--- src/rtl/rx_align_ctrl.sv ---
// rx_align_ctrl: RX PLL bring-up, clock-lane word alignment by bitslip,
// and loss-of-alignment monitoring for an LVDS deserializer.
module rx_align_ctrl #(
  parameter int unsigned P_PLL_RST_CYC  = 10,
  parameter int unsigned P_LOCK_TIMEOUT = 4096,
  parameter logic [6:0]  P_PATTERN      = 7'b1100011,
  parameter int unsigned P_MATCH_CNT    = 16,
  parameter int unsigned P_SETTLE_CYC   = 4,
  parameter int unsigned P_LOSS_CNT     = 4
) (
  input  logic       I_clk,
  input  logic       I_rst,
  input  logic       I_pll_lock,
  input  logic [6:0] I_clk_word,
  output logic       O_pll_rst,
  output logic       O_bitslip,
  output logic       O_aligned,
  output logic       O_rst,
  output logic [2:0] O_slip_cnt,
  output logic       O_err
);

  localparam int unsigned CMAX_A =
    (P_LOCK_TIMEOUT > P_PLL_RST_CYC) ? P_LOCK_TIMEOUT : P_PLL_RST_CYC;
  localparam int unsigned CMAX =
    (CMAX_A > P_SETTLE_CYC) ? CMAX_A : P_SETTLE_CYC;
  localparam int unsigned CW = $clog2(CMAX + 1);
  localparam int unsigned MW = $clog2(P_MATCH_CNT + 1);
  localparam int unsigned LW = $clog2(P_LOSS_CNT + 1);

  typedef enum logic [2:0] {
    S_PLL_RST,
    S_WAIT_LOCK,
    S_CHECK,
    S_SLIP,
    S_SETTLE,
    S_ALIGNED
  } state_e;

  state_e        state_q, state_d;
  logic [CW-1:0] cnt_q;
  logic [MW-1:0] match_q;
  logic [LW-1:0] loss_q;
  logic [2:0]    slip_q;
  logic          pll_rst_q;
  logic          bitslip_q;
  logic          aligned_q;
  logic          dp_rst_q;
  logic          err_q;
  logic          match;
  logic          lock_lost;

  assign match     = (I_clk_word == P_PATTERN);
  assign lock_lost = !I_pll_lock &&
    (state_q inside {S_CHECK, S_SLIP, S_SETTLE, S_ALIGNED});

  always_comb begin
    state_d = state_q;
    unique case (state_q)
      S_PLL_RST:
        if (cnt_q == CW'(P_PLL_RST_CYC - 1))
          state_d = S_WAIT_LOCK;
      S_WAIT_LOCK:
        if (I_pll_lock)
          state_d = S_CHECK;
        else if (cnt_q == CW'(P_LOCK_TIMEOUT - 1))
          state_d = S_PLL_RST;
      S_CHECK:
        if (!match)
          state_d = S_SLIP;
        else if (match_q == MW'(P_MATCH_CNT - 1))
          state_d = S_ALIGNED;
      // A SLIP visit without a pulse means all 7 phases were tried
      S_SLIP:
        state_d = bitslip_q ? S_SETTLE : S_PLL_RST;
      S_SETTLE:
        if (cnt_q == CW'(P_SETTLE_CYC - 1))
          state_d = S_CHECK;
      S_ALIGNED:
        if (!match && loss_q == LW'(P_LOSS_CNT - 1))
          state_d = S_CHECK;
      default:
        state_d = S_PLL_RST;
    endcase
    if (lock_lost)
      state_d = S_PLL_RST;
  end

  always_ff @(posedge I_clk) begin
    if (I_rst) begin
      state_q   <= S_PLL_RST;
      cnt_q     <= '0;
      match_q   <= '0;
      loss_q    <= '0;
      slip_q    <= '0;
      pll_rst_q <= 1'b1;
      bitslip_q <= 1'b0;
      aligned_q <= 1'b0;
      dp_rst_q  <= 1'b1;
      err_q     <= 1'b0;
    end else begin
      state_q   <= state_d;
      pll_rst_q <= (state_d == S_PLL_RST);
      aligned_q <= (state_d == S_ALIGNED);
      dp_rst_q  <= (state_d != S_ALIGNED);
      bitslip_q <= (state_q == S_CHECK) && (state_d == S_SLIP) &&
                   (slip_q != 3'd7);

      if (state_d != state_q)
        cnt_q <= '0;
      else if (cnt_q != CW'(CMAX))
        cnt_q <= cnt_q + CW'(1);

      if (state_q == S_CHECK && match) begin
        if (match_q != MW'(P_MATCH_CNT))
          match_q <= match_q + MW'(1);
      end else begin
        match_q <= '0;
      end

      if (state_q == S_ALIGNED && !match) begin
        if (loss_q != LW'(P_LOSS_CNT))
          loss_q <= loss_q + LW'(1);
      end else begin
        loss_q <= '0;
      end

      if (state_d == S_PLL_RST)
        slip_q <= '0;
      else if (state_d == S_SLIP && slip_q != 3'd7)
        slip_q <= slip_q + 3'd1;

      if (state_q == S_SLIP && !bitslip_q)
        err_q <= 1'b1;
    end
  end

  assign O_pll_rst  = pll_rst_q;
  assign O_bitslip  = bitslip_q;
  assign O_aligned  = aligned_q;
  assign O_rst      = dp_rst_q;
  assign O_slip_cnt = slip_q;
  assign O_err      = err_q;

endmodule

--- config.mk ---
export PLATFORM = sky130hd
export DESIGN_NAME = rx_align_ctrl
export DESIGN_NICKNAME = d
export VERILOG_FILES = /design/src/rtl/rx_align_ctrl.sv
export SDC_FILE = /design/constraint.sdc
export NUM_CORES = 1
export LEC_CHECK = 0
export BUFFER_PORTS_ARGS = -buffer_cell sky130_fd_sc_hd__buf_2
export CELL_PAD_IN_SITES_DETAIL_PLACEMENT = 1
export CELL_PAD_IN_SITES_GLOBAL_PLACEMENT = 1
export CORE_MARGIN = 5
export CORE_UTILIZATION = 44
export CTS_CLUSTER_DIAMETER = 40
export CTS_CLUSTER_SIZE = 16
export DETAILED_ROUTE_END_ITERATION = 10
export GPL_ROUTABILITY_DRIVEN = 0
export PLACE_DENSITY = 0.89
export SYNTH_ARGS = -nofsm -noshare
export SYNTH_HDL_FRONTEND = slang
export SYNTH_SLANG_ARGS = --single-unit
--- constraint.sdc ---
create_clock -name I_clk -period 2.64 [get_ports I_clk]
set_input_delay 0 -clock I_clk [delete_from_list [all_inputs] [get_ports I_clk]]
set_output_delay 0 -clock I_clk [all_outputs]
set_load 0.02 [all_outputs]
# After elaboration in Yosys (flattened, before gate mapping)
# Index checks and enable logic that the tools add are counted.
[op_classes]
n_addsub = 4
eq_ne = 19
n_mux = 10
bitwise = 2
n_reduce_logical = 18
[op_table]
columns = ["cell", "n"]
rows = [
  ["$mux 3", 9],
  ["$pmux 3 s6", 1],
  ["$add 13x1->13 const B", 1],
  ["$eq 13x12->1 const B", 1],
  ["$eq 13x2->1 const B", 1],
  ["$eq 13x4->1 const B", 1],
  ["$ne 13x13->1 const B", 1],
  ["$eq 3x2->1 const B", 4],
  ["$eq 3x3->1 const B", 3],
  ["$ne 3x3->1 const B", 3],
  ["$logic_and 1x1->1", 8],
  ["$reduce_or 2->1", 4],
  ["$eq 7x7->1 const B", 1],
  ["$add 3x1->3 const B", 2],
  ["$logic_not 3->1", 2],
  ["$add 5x1->5 const B", 1],
  ["$eq 5x4->1 const B", 1],
  ["$ne 5x5->1 const B", 1],
  ["$reduce_bool 4->1", 1],
  ["$eq 3x1->1 const B", 1],
  ["$logic_not 1->1", 3],
  ["$ne 3x3->1", 1],
  ["$not 1->1", 2],
]
[word_totals]
wordCells = 63
reg_bits = 32

# Longest topological paths before layout
# Gate-level depths: netlist of run 1.
[depth]
depth_word = 9
mapped_depth = 10
depth_no_buf = 9

# Worst setup path before layout of run 1
# Ideal clock, no wire load.
[synth_path]
path_kind = "reg-to-reg"
start = "register match_q[0]"
end = "register cnt_q[0]"
n_path_buf = 1
t_arrival_ns = 2.155
stages_incl_launch_ff = 11
period_less_slack_ns = 2.228
required_ns = 2.567
setup_slack_ns = 0.412
path_cell_list = "dfxtp_1 > ha_1 > and3_1 > ha_1 > nor4b_1 > o32a_1 > o21ai_2 > mux2i_1 > a2111o_1 > buf_6 > nor3_2"
[synth_via]
elab_chain_len = 7
[synth_rtl]
columns = ["item", "line_no", "text"]
rows = [
  ["from (decl)", "42", "logic [MW-1:0] match_q;"],
  ["from (signal assigned)", "116", "match_q <= match_q + MW'(1);"],
  ["$eq 5x4->1", "71", "else if (match_q == MW'(P_MATCH_CNT - 1))"],
  ["$mux 3", "71", ""],
  ["$mux 3", "69", "if (!match)"],
  ["$pmux 3 s6", "59", "unique case (state_q)"],
  ["$mux 3", "85", "if (lock_lost)"],
  ["$ne 3x3->1", "109", "if (state_d != state_q)"],
  ["$reduce_or 2->1 (no source line)", "--", ""],
  ["to (signal assigned)", "112", "cnt_q <= cnt_q + CW'(1);"],
  ["to (decl)", "41", "logic [CW-1:0] cnt_q;"],
]
# No other way between the ends.
# A chain may end at the register's enable or synchronous reset.

# Worst setup path in the final report of run 1
[layout_path]
start = "register match_q[1]"
end = "register cnt_q[4]"
# Same word-level chain as after synthesis.

==> results.yml, run 1 <==
outcome:
  run_status: "finished clean"
drt:
  remaining_drc_errors: 0
  met1Wirelength_um: 1960
  routed_wire_length_on_met2_um: 2190
  detail-route-antenna-nets: 0
  detail_route.vias_per_cell: 5.55
  vias: 1544
  highest_layer: "met4"
  met3_length_um: 170
  drt-initial-drc-count: 47
  firstDrtPassIters: 4
  total_wirelength_um: 4390
  avgRoutedWirePerCell_um: 15.8
clock_tree:
  numClockSinks: 32
  h-tree-depth: 2
  root_buffer: "clkbuf_8"
  cts_max_path_buffers: 2
  cts_tree: "yes"
  cts_hold_buffers: 0
  clk_pin_slew_ns: 0.07
  numCtsBuffers: 5
  clk-insertion-delay-late_ns: 0.29
logic_synthesis:
  synth.top_cell.area_share_pct: 35.4
  synth_enable_flop_cells: 0
  synth.net_count: 225
  synth_top_area_cell: "dfxtp_1"
  ys_async_sr_fraction_pct: 0
  synth_flop_cell: "dfxtp_1"
  ys_seq_elements: 32
  synthesis.yosys.warnings: 0
  seq_area_frac_synth_pct: 35.4
  syn_avg_cell_area_um2: 8.87
  synth.distinct_cells: 46
  synthesis.area_um2: 1810
  synth_top_cells_by_area: "dfxtp_1 35%, ha_1 7.6%, nor3_2 5.5%, xnor2_1 4.4%, xor2_1 3.9%"
  syn-instance-count: 204
cells_and_area:
  fin_nets: 248
  flow.area_growth_from_synthesis_pct: 14.3
  final_layout_size_suffix_gt1_share_pct: 21.5
  num-fill-cells: 486
  antenna-diode-count: 0
timing:
  timing.setup.tns_ns: 0
  worst_clock_skew_ns: 0.00703
  whs_ns: 0.0508
  worst_slew_pin_slew_ns: 0.541
  min_period_over_period_pct: 93.3
  post-route-min-period_ns: 2.46
  finalHoldViolCount: 0
  total_count_of_max_transition_violations_in_the_final_report: 0
  slew_headroom_pct: 63.5
  clock.fmax_mhz: 406
  report.final.setup_viol: 0
  fin_ws_ns: 0.177
grt:
  largest_net_degree_at_the_start_of_global_routing: 16
  global_route_wire_length_before_repair_um: 7600
  antenna_found_initial: 0
  grtUsageTotal_pct: 18.1
  grt_pass1_vias: 1622
  grt.overflow.total: 0
critical_path:
  critical_path.cell_chain: "ha_1, and3_1, ha_1, nor4b_2, o32a_1, o21ai_2, mux2i_1, a2111o_1, buf_4, nor3_1"
  timing.critical_path.slowest_cell_delay_ns: 0.40
  crit_buf_inv: 1
  endpoint_kind: "register"
  timing.setup.critical_path_class: "reg -> reg"
  timing.critical_path.max_delay_family: "compound AO/OA/AOI/OAI gates"
  timing.critical_path.from_type: "register"
  worstPathArrival_ns: 2.67
  largest_fanout_on_the_critical_path: 13
  path_common_cell: "ha_1"
  critical_path_depth: 10
  worst-r2r-cell-count: 10
  crit_slowest_cell: "o32a_1"
  critical_path_required_ns: 2.85
worst_hold_path:
  hold_class: "in -> reg"
  number_of_instances_on_the_worst_hold_path: 2
pwr:
  power_leakage_nw: 0.831
  cellPowerDensity_nw_per_um2: 455
  irDropWorstVdd_v: 0.000277
floorplanning:
  design.die.area_um2: 5500
  core_region_area_um2: 4000
  dieHeight_um: 74.1
  i_o_pins: 18
  core.rowCount: 23
  die-width_um: 74.1
  start_util_pct: 45.3
placement:
  detailed_place_hpwl_um: 3210
  pre_cts_ws_ns: 0.178
  buffer_ports.inserted: 17
flow_run:
  maxCapViolCount: 0
==> placed cells by master (no fill, tap or decap), drive strengths merged, types with 8 or more instances in the layout <==
cell type  instances
buf               22
dfxtp             32
ha                11
inv               17
nand2             11
nand3              9
nor2              16
nor3              18
xnor2              9
xor2               8
==> area by class of cell <==
class	count	area [µm²]	share of cell area, %
Multi-Input combinational cell	149	1080	52.4
Sequential cell	32	643	31.1
Timing Repair Buffer	22	123	5.93
Clock buffer	6	82.6	3.99
Inverter	17	63.8	3.08
Tap cell	50	62.6	3.02
Clock inverter	2	10.0	0.484
==> cell usage after synthesis (all sizes together), types with 6 or more instances <==
| master | n |
|---|---|
| dfxtp | 32 |
| ha | 11 |
| inv | 17 |
| nand2 | 11 |
| nand3 | 9 |
| nand4 | 6 |
| nor2 | 16 |
| nor2b | 7 |
| nor3 | 18 |
| xnor2 | 9 |
| xor2 | 8 |
==> through the flow <==
step / power (mW) / util, % / cells / cell area, µm²
final: 0.941 / 51.7 / 278 / 2070
after global routing: 0.974 / 51.7 / 278 / 2070
after CTS: 0.951 / 51.1 / 277 / 2040
after detailed placement: 0.556 / 48.8 / 269 / 1950
after global placement: 0.554 / 48.8 / 269 / 1950
after floorplan: 0.535 / - / 204 / 1810
==> path summary, 6_finish.rpt <==
check	slack [ns]	endpoint	start
setup / recovery	0.18	cnt_q[4]$_SDFFE_PP0P_	match_q[1]$_SDFFE_PP0P_
hold / removal	0.05	O_err$_SDFFE_PP0P_	I_rst
setup reg to reg	0.18	cnt_q[4]$_SDFFE_PP0P_	match_q[1]$_SDFFE_PP0P_
hold reg to reg	0.47	O_err$_SDFFE_PP0P_	O_err$_SDFFE_PP0P_
==> sequential cells by signal, indices dropped and copies added, names as in the netlist <==
name / flops
cnt_q: 13
match_q: 5
O_slip_cnt: 3
loss_q: 3
state_q: 3
O_aligned: 1
O_bitslip: 1
O_err: 1
O_pll_rst: 1
O_rst: 1
==> worst register-to-register path: stages, from the launching register on <==
cell and delay, ns:
dfxtp_2 0.36, ha_1 0.19, and3_1 0.16, ha_1 0.20
nor4b_2 0.07, o32a_1 0.40, o21ai_2 0.22, mux2i_1 0.10
a2111o_1 0.29, buf_4 0.21, nor3_1 0.19
==> timing repair <==
item,4_1_cts,5_1_grt
endpoints found under the setup margin,0,4
setup buffers,0,1
resized for setup,0,5
==> routing by layer <==
layer,GRT usage (%),up-vias
met5,0,-
met1,21.6,750
met2,31.7,22
met3,3.78,9
met4,6.84,0
li1,-,763
==> cell families after synthesis <==
group	count (synthesis)	share of synthesized area (%)
XOR/XNOR	17	8.22
buffers and inverters	23	5.60
adder cells (fa/ha/maj)	11	7.60
AND/OR/NAND/NOR	90	30.1
flip-flops	32	35.4
multiplexers	6	3.39
AO/OA/AOI/OAI	25	9.68
==> power by group <==
group / internal, mW / switching [mW]
clock: 0.208 / 0.188
sequential: 0.487 / 0.00509
combinational: 0.0228 / 0.0302
total: 0.718 / 0.224
Power figures use the tool's default switching activity.
==> run 2, diff against run 1 <==
--- a/config.mk
+++ b/config.mk
@@ -14,7 +14,7 @@
 export CTS_CLUSTER_SIZE = 16
 export DETAILED_ROUTE_END_ITERATION = 10
 export GPL_ROUTABILITY_DRIVEN = 0
-export PLACE_DENSITY = 0.89
+export PLACE_DENSITY_LB_ADDON = 0.1
 export SYNTH_ARGS = -nofsm -noshare
 export SYNTH_HDL_FRONTEND = slang
 export SYNTH_SLANG_ARGS = --single-unit
==> results.yml, run 2 (synthesized netlist as in run 1, its figures left out) <==
outcome:
  run_status: "finished clean"
drt:
  total_wirelength_um: 4460
  remaining_drc_errors: 0
  firstDrtPassIters: 4
  detail-route-antenna-nets: 0
  vias: 1550
  avgRoutedWirePerCell_um: 16.2
  drt-initial-drc-count: 72
  detail_route.vias_per_cell: 5.62
cells_and_area:
  num-fill-cells: 502
  final_layout_size_suffix_gt1_share_pct: 18.6
  fin_nets: 247
  antenna-diode-count: 0
  largest_registers: "cnt_q: 13 flops, match_q: 5 flops"
  stdcell_count: 276
  flow.area_growth_from_synthesis_pct: 13.1
  registers.top_by_ff_count: "cnt_q"
  largest_register_ffs: 13
  top_library_cells_by_usage_in_the_layout_fill_and_taps_aside: "32 x dfxtp_1, 17 x inv_1, 17 x buf_2, 16 x nor2_1"
  finalInstanceArea_um2: 2050
  utilization_pct: 51.2
  layout_commonest_cell: "dfxtp_1"
grt:
  grtUsageTotal_pct: 18.1
  grt_pass1_vias: 1673
  largest_net_degree_at_the_start_of_global_routing: 16
  global_route_wire_length_before_repair_um: 7780
  grt.overflow.total: 0
  antenna_found_initial: 0
critical_path:
  regToRegSetupSlack_ns: 0.20
  critical_path_required_ns: 2.85
  worstPathArrival_ns: 2.65
  worst-r2r-cell-count: 10
  crit-reg2reg-launch: "match_q[1]$_SDFFE_PP0P_"
  timing.critical_path.from_type: "register"
  worst_r2r_endpoint: "cnt_q[5]$_SDFFE_PP0P_"
  largest_fanout_on_the_critical_path: 13
  endpoint_kind: "register"
  timing.setup.critical_path_class: "reg -> reg"
floorplanning:
  core.rowCount: 23
  design.die.area_um2: 5500
  start_util_pct: 45.3
  dieHeight_um: 74.1
  core_region_area_um2: 4000
  die-width_um: 74.1
  i_o_pins: 18
placement:
  placed_area_um2: 1960
  buffer_ports.inserted: 17
  detailed_place_hpwl_um: 3310
  numPlacedInstances: 269
  pre_cts_ws_ns: 0.205
timing:
  fin_ws_ns: 0.200
  worst_slew_pin_slew_ns: 0.583
  report.final.setup_viol: 0
  finalHoldViolCount: 0
  clock.fmax_mhz: 410
  whs_ns: 0.0581
  slew_headroom_pct: 60.8
  grt_setup_unrepaired: "no"
  timing.setup.tns_ns: 0
  worst_clock_skew_ns: 0.00436
  min_period_over_period_pct: 92.4
  post-route-min-period_ns: 2.44
  total_count_of_max_transition_violations_in_the_final_report: 0
worst_hold_path:
  min_delay_worst_endpoint: "state_q[1]$_SDFF_PP0_"
  holdCritStartpoint: "I_rst"
  hold_class: "in -> reg"
  number_of_instances_on_the_worst_hold_path: 2
pwr:
  cellPowerDensity_nw_per_um2: 438
  irDropWorstVdd_v: 0.000225
  power_leakage_nw: 0.813
  fin_total_pwr_mw: 0.896
clock_tree:
  cts_tree: "yes"
  clk_pin_slew_ns: 0.06
  numCtsBuffers: 5
  clk-insertion-delay-late_ns: 0.28
  numClockSinks: 32
  h-tree-depth: 2
  root_buffer: "clkbuf_8"
  cts_max_path_buffers: 2
flow_run:
  maxCapViolCount: 0
## run 2: layout make-up
class / count / area [µm²] / share of cell area [%]
tap: 50 / 62.6 / 3.06
multi-input combinational: 149 / 1070 / 52.5
clock buffer: 6 / 72.6 / 3.55
inverter: 17 / 63.8 / 3.12
clock inverter: 1 / 5.00 / 0.244
sequential: 32 / 641 / 31.3
timing repair buffer: 21 / 128 / 6.23
## run 2: worst max-delay path, stage by stage (launching register included)
cell	delay, ns
dfxtp_1	0.38
ha_1	0.20
and3_1	0.16
ha_1	0.21
nor4b_2	0.06
o32a_1	0.34
o21ai_2	0.20
mux2i_1	0.10
a2111o_1	0.31
buf_4	0.21
nor3_1	0.18
## run 2: how the worst max path moves through the flow
| stage | from | cells after the start | endpoint |
|---|---|---|---|
| finish | match_q[1]$_SDFFE_PP0P_ | 10 | cnt_q[5]$_SDFFE_PP0P_ |
| global route | match_q[1]$_SDFFE_PP0P_ | 10 | cnt_q[6]$_SDFFE_PP0P_ |
| CTS | match_q[1]$_SDFFE_PP0P_ | 10 | cnt_q[6]$_SDFFE_PP0P_ |
| detailed placement | match_q[1]$_SDFFE_PP0P_ | 10 | cnt_q[6]$_SDFFE_PP0P_ |
| global placement | match_q[0]$_SDFFE_PP0P_ | 10 | cnt_q[4]$_SDFFE_PP0P_ |
| floorplan | match_q[0]$_SDFFE_PP0P_ | 10 | cnt_q[0]$_SDFFE_PP0P_ |
## run 2: power by group
part | switching (mW) | internal [mW]
clock network | 0.171 | 0.179
registers | 0.00565 | 0.487
logic | 0.0307 | 0.0232
## run 2: what timing repair did
action                                  CTS  global route
endpoints found under the setup margin    0             1
buffers inserted                          0             0
hold buffers                              0             0
resized for setup                         0             1
## run 2: routing by layer
metal / share of wire (%) / up-vias / wire (µm) / track usage (%)
met4: 1.3 / 0 / 57 / 6.24
li1: - / 759 / - / -
met1: 44 / 757 / 1970 / 21.5
met5: 0 / - / 0 / 0
met2: 50 / 27 / 2250 / 31.6
met3: 4.3 / 7 / 191 / 4.46
==> run 3, diff against run 2 <==
--- a/config.mk
+++ b/config.mk
@@ -8,6 +8,7 @@
 export BUFFER_PORTS_ARGS = -buffer_cell sky130_fd_sc_hd__buf_2
 export CELL_PAD_IN_SITES_DETAIL_PLACEMENT = 1
 export CELL_PAD_IN_SITES_GLOBAL_PLACEMENT = 1
+export CORE_ASPECT_RATIO = 1.5
 export CORE_MARGIN = 5
 export CORE_UTILIZATION = 44
 export CTS_CLUSTER_DIAMETER = 40
==> constraint.sdc (replaced) <==
create_clock -name I_clk -period 2.3 [get_ports I_clk]
set_input_delay 0 -clock I_clk [delete_from_list [all_inputs] [get_ports I_clk]]
set_output_delay 0 -clock I_clk [all_outputs]
set_load 0.02 [all_outputs]
==> results.yml, run 3 (synthesized netlist as in run 1, its figures left out) <==
timing:
  min_period_over_period_pct: 106
  total_count_of_max_transition_violations_in_the_final_report: 0
  worst_slew_pin_slew_ns: 0.621
  whs_ns: 0.0599
  slew_headroom_pct: 58.3
  finalHoldViolCount: 0
  grt_setup_unrepaired: "yes"
  clock.fmax_mhz: 411
  report.final.setup_viol: 13
  worst_clock_skew_ns: 0.00222
  fin_ws_ns: -0.133
  timing.setup.tns_ns: -1.04
  post-route-min-period_ns: 2.43
critical_path:
  timing.critical_path.from_type: "register"
  worst-r2r-cell-count: 10
  crit_buf_inv: 1
  crit_slowest_cell: "a2111o_1"
  critical_path_depth: 10
  path_common_cell: "ha_4"
  timing.critical_path.slowest_cell_delay_ns: 0.49
  largest_fanout_on_the_critical_path: 6
  critical_path.cell_chain: "ha_4, and3_4, ha_4, nor4b_2, o32a_1, o21ai_2, mux2i_1, a2111o_1, clkbuf_16, nor3_2"
  timing.critical_path.max_delay_family: "compound AO/OA/AOI/OAI gates"
  worstPathArrival_ns: 2.65
  critical_path_required_ns: 2.52
  endpoint_kind: "register"
  regToRegSetupSlack_ns: -0.13
  timing.setup.critical_path_class: "reg -> reg"
drt:
  met3_length_um: 161
  vias: 1643
  highest_layer: "met4"
  met1Wirelength_um: 1990
  firstDrtPassIters: 4
  avgRoutedWirePerCell_um: 18.0
  remaining_drc_errors: 0
  detail_route.vias_per_cell: 5.69
  drt-initial-drc-count: 63
  total_wirelength_um: 5190
  routed_wire_length_on_met2_um: 2940
  detail-route-antenna-nets: 0
clock_tree:
  cts_tree: "yes"
  root_buffer: "clkbuf_8"
  clk-insertion-delay-late_ns: 0.29
  cts_max_path_buffers: 2
  numClockSinks: 32
  clk_pin_slew_ns: 0.06
  h-tree-depth: 2
  numCtsBuffers: 5
floorplanning:
  design.die.area_um2: 5520
  die-width_um: 62.4
  i_o_pins: 18
  dieHeight_um: 88.6
  core.rowCount: 28
  core_region_area_um2: 3960
  start_util_pct: 45.7
cells_and_area:
  fin_nets: 264
  finalInstanceArea_um2: 2300
  largest_registers: "cnt_q: 13 flops, match_q: 5 flops"
  final_layout_size_suffix_gt1_share_pct: 29.9
  layout_commonest_cell: "dfxtp_1"
  largest_register_ffs: 13
  top_library_cells_by_usage_in_the_layout_fill_and_taps_aside: "29 x dfxtp_1, 18 x buf_4, 17 x inv_1, 17 x buf_2, 16 x nor2_1"
  antenna-diode-count: 0
  registers.top_by_ff_count: "cnt_q"
  utilization_pct: 58.0
  flow.area_growth_from_synthesis_pct: 26.8
grt:
  antenna_found_initial: 0
  grtUsageTotal_pct: 19.8
  grt.overflow.total: 0
  largest_net_degree_at_the_start_of_global_routing: 16
  global_route_wire_length_before_repair_um: 8570
  grt_pass1_vias: 1816
flow_run:
  maxCapViolCount: 0
pwr:
  power_leakage_nw: 0.906
  cellPowerDensity_nw_per_um2: 473
  irDropWorstVdd_v: 0.000415
  fin_total_pwr_mw: 1.09
worst_hold_path:
  number_of_instances_on_the_worst_hold_path: 2
  hold_class: "in -> reg"
outcome:
  failed_checks: "negative setup slack"
  run_status: "complete, but fails checks"
placement:
  detailed_place_hpwl_um: 3640
  placed_area_um2: 2040
  buffer_ports.inserted: 17
[run 3: cell types whose count changed in the layout (fill, tap and decap cells not counted), moves of 2 or more]
cell,before,now
buf_4,3,18
dfxtp_1,32,29
dfxtp_2,0,3
ha_1,11,8
nor3_1,8,5
nor3_4,0,3
ha_4,0,2
[run 3: repair_timing]
action,4_1_cts,5_1_grt
setup buffers,4,1
cloned,1,0
setup endpoints to repair,16,18
hold buffers,0,0
pin swaps,6,12
gates resized for setup,14,11
[run 3: power breakdown]
group / leakage (nW) / switching [mW] / internal (mW) / total [mW]
clock: 0.0455 / 0.201 / 0.244 / 0.445
sequential: 0.260 / 0.00671 / 0.559 / 0.566
combinational: 0.601 / 0.0396 / 0.0357 / 0.0752
[run 3: worst paths after layout]
kind                      startpoint                      to
max          match_q[0]$_SDFFE_PP0P_  cnt_q[10]$_SDFFE_PP0P_
min                            I_rst      O_err$_SDFFE_PP0P_
max reg2reg  match_q[0]$_SDFFE_PP0P_  cnt_q[10]$_SDFFE_PP0P_
min reg2reg       O_err$_SDFFE_PP0P_      O_err$_SDFFE_PP0P_
[run 3: area by class of cell]
cell class | count | area [µm²]
Fill cell | 486 | 1660
Multi-Input combinational cell | 149 | 1160
Sequential cell | 32 | 644
Timing Repair Buffer | 38 | 280
Clock buffer | 8 | 90.1
Inverter | 17 | 63.8
Tap cell | 45 | 56.3
[run 3: layer usage]
| metal | GRT usage [%] | vias up |
|---|---|---|
| li1 | - | 800 |
| met5 | 0 | - |
| met1 | 18.4 | 812 |
| met3 | 5.08 | 11 |
| met4 | 9.65 | 0 |
| met2 | 39.5 | 20 |
[run 3: metrics by stage]
stage	std cells	setup WS, ns
floorplan	204	0.0724
global placement	275	0.0169
detailed placement	275	-0.152
CTS	288	-0.100
global route	289	-0.202
finish	289	-0.133
[run 3: worst reg2reg max path, delay by kind of cell, from the launching register on]
family	cells	cell delay, ns
AO/OA/AOI/OAI	3	0.80
multiplexers	1	0.15
adder cells (fa/ha/maj)	2	0.32
flip-flops	1	0.34
buffers and inverters	1	0.20
AND/OR/NAND/NOR	3	0.56
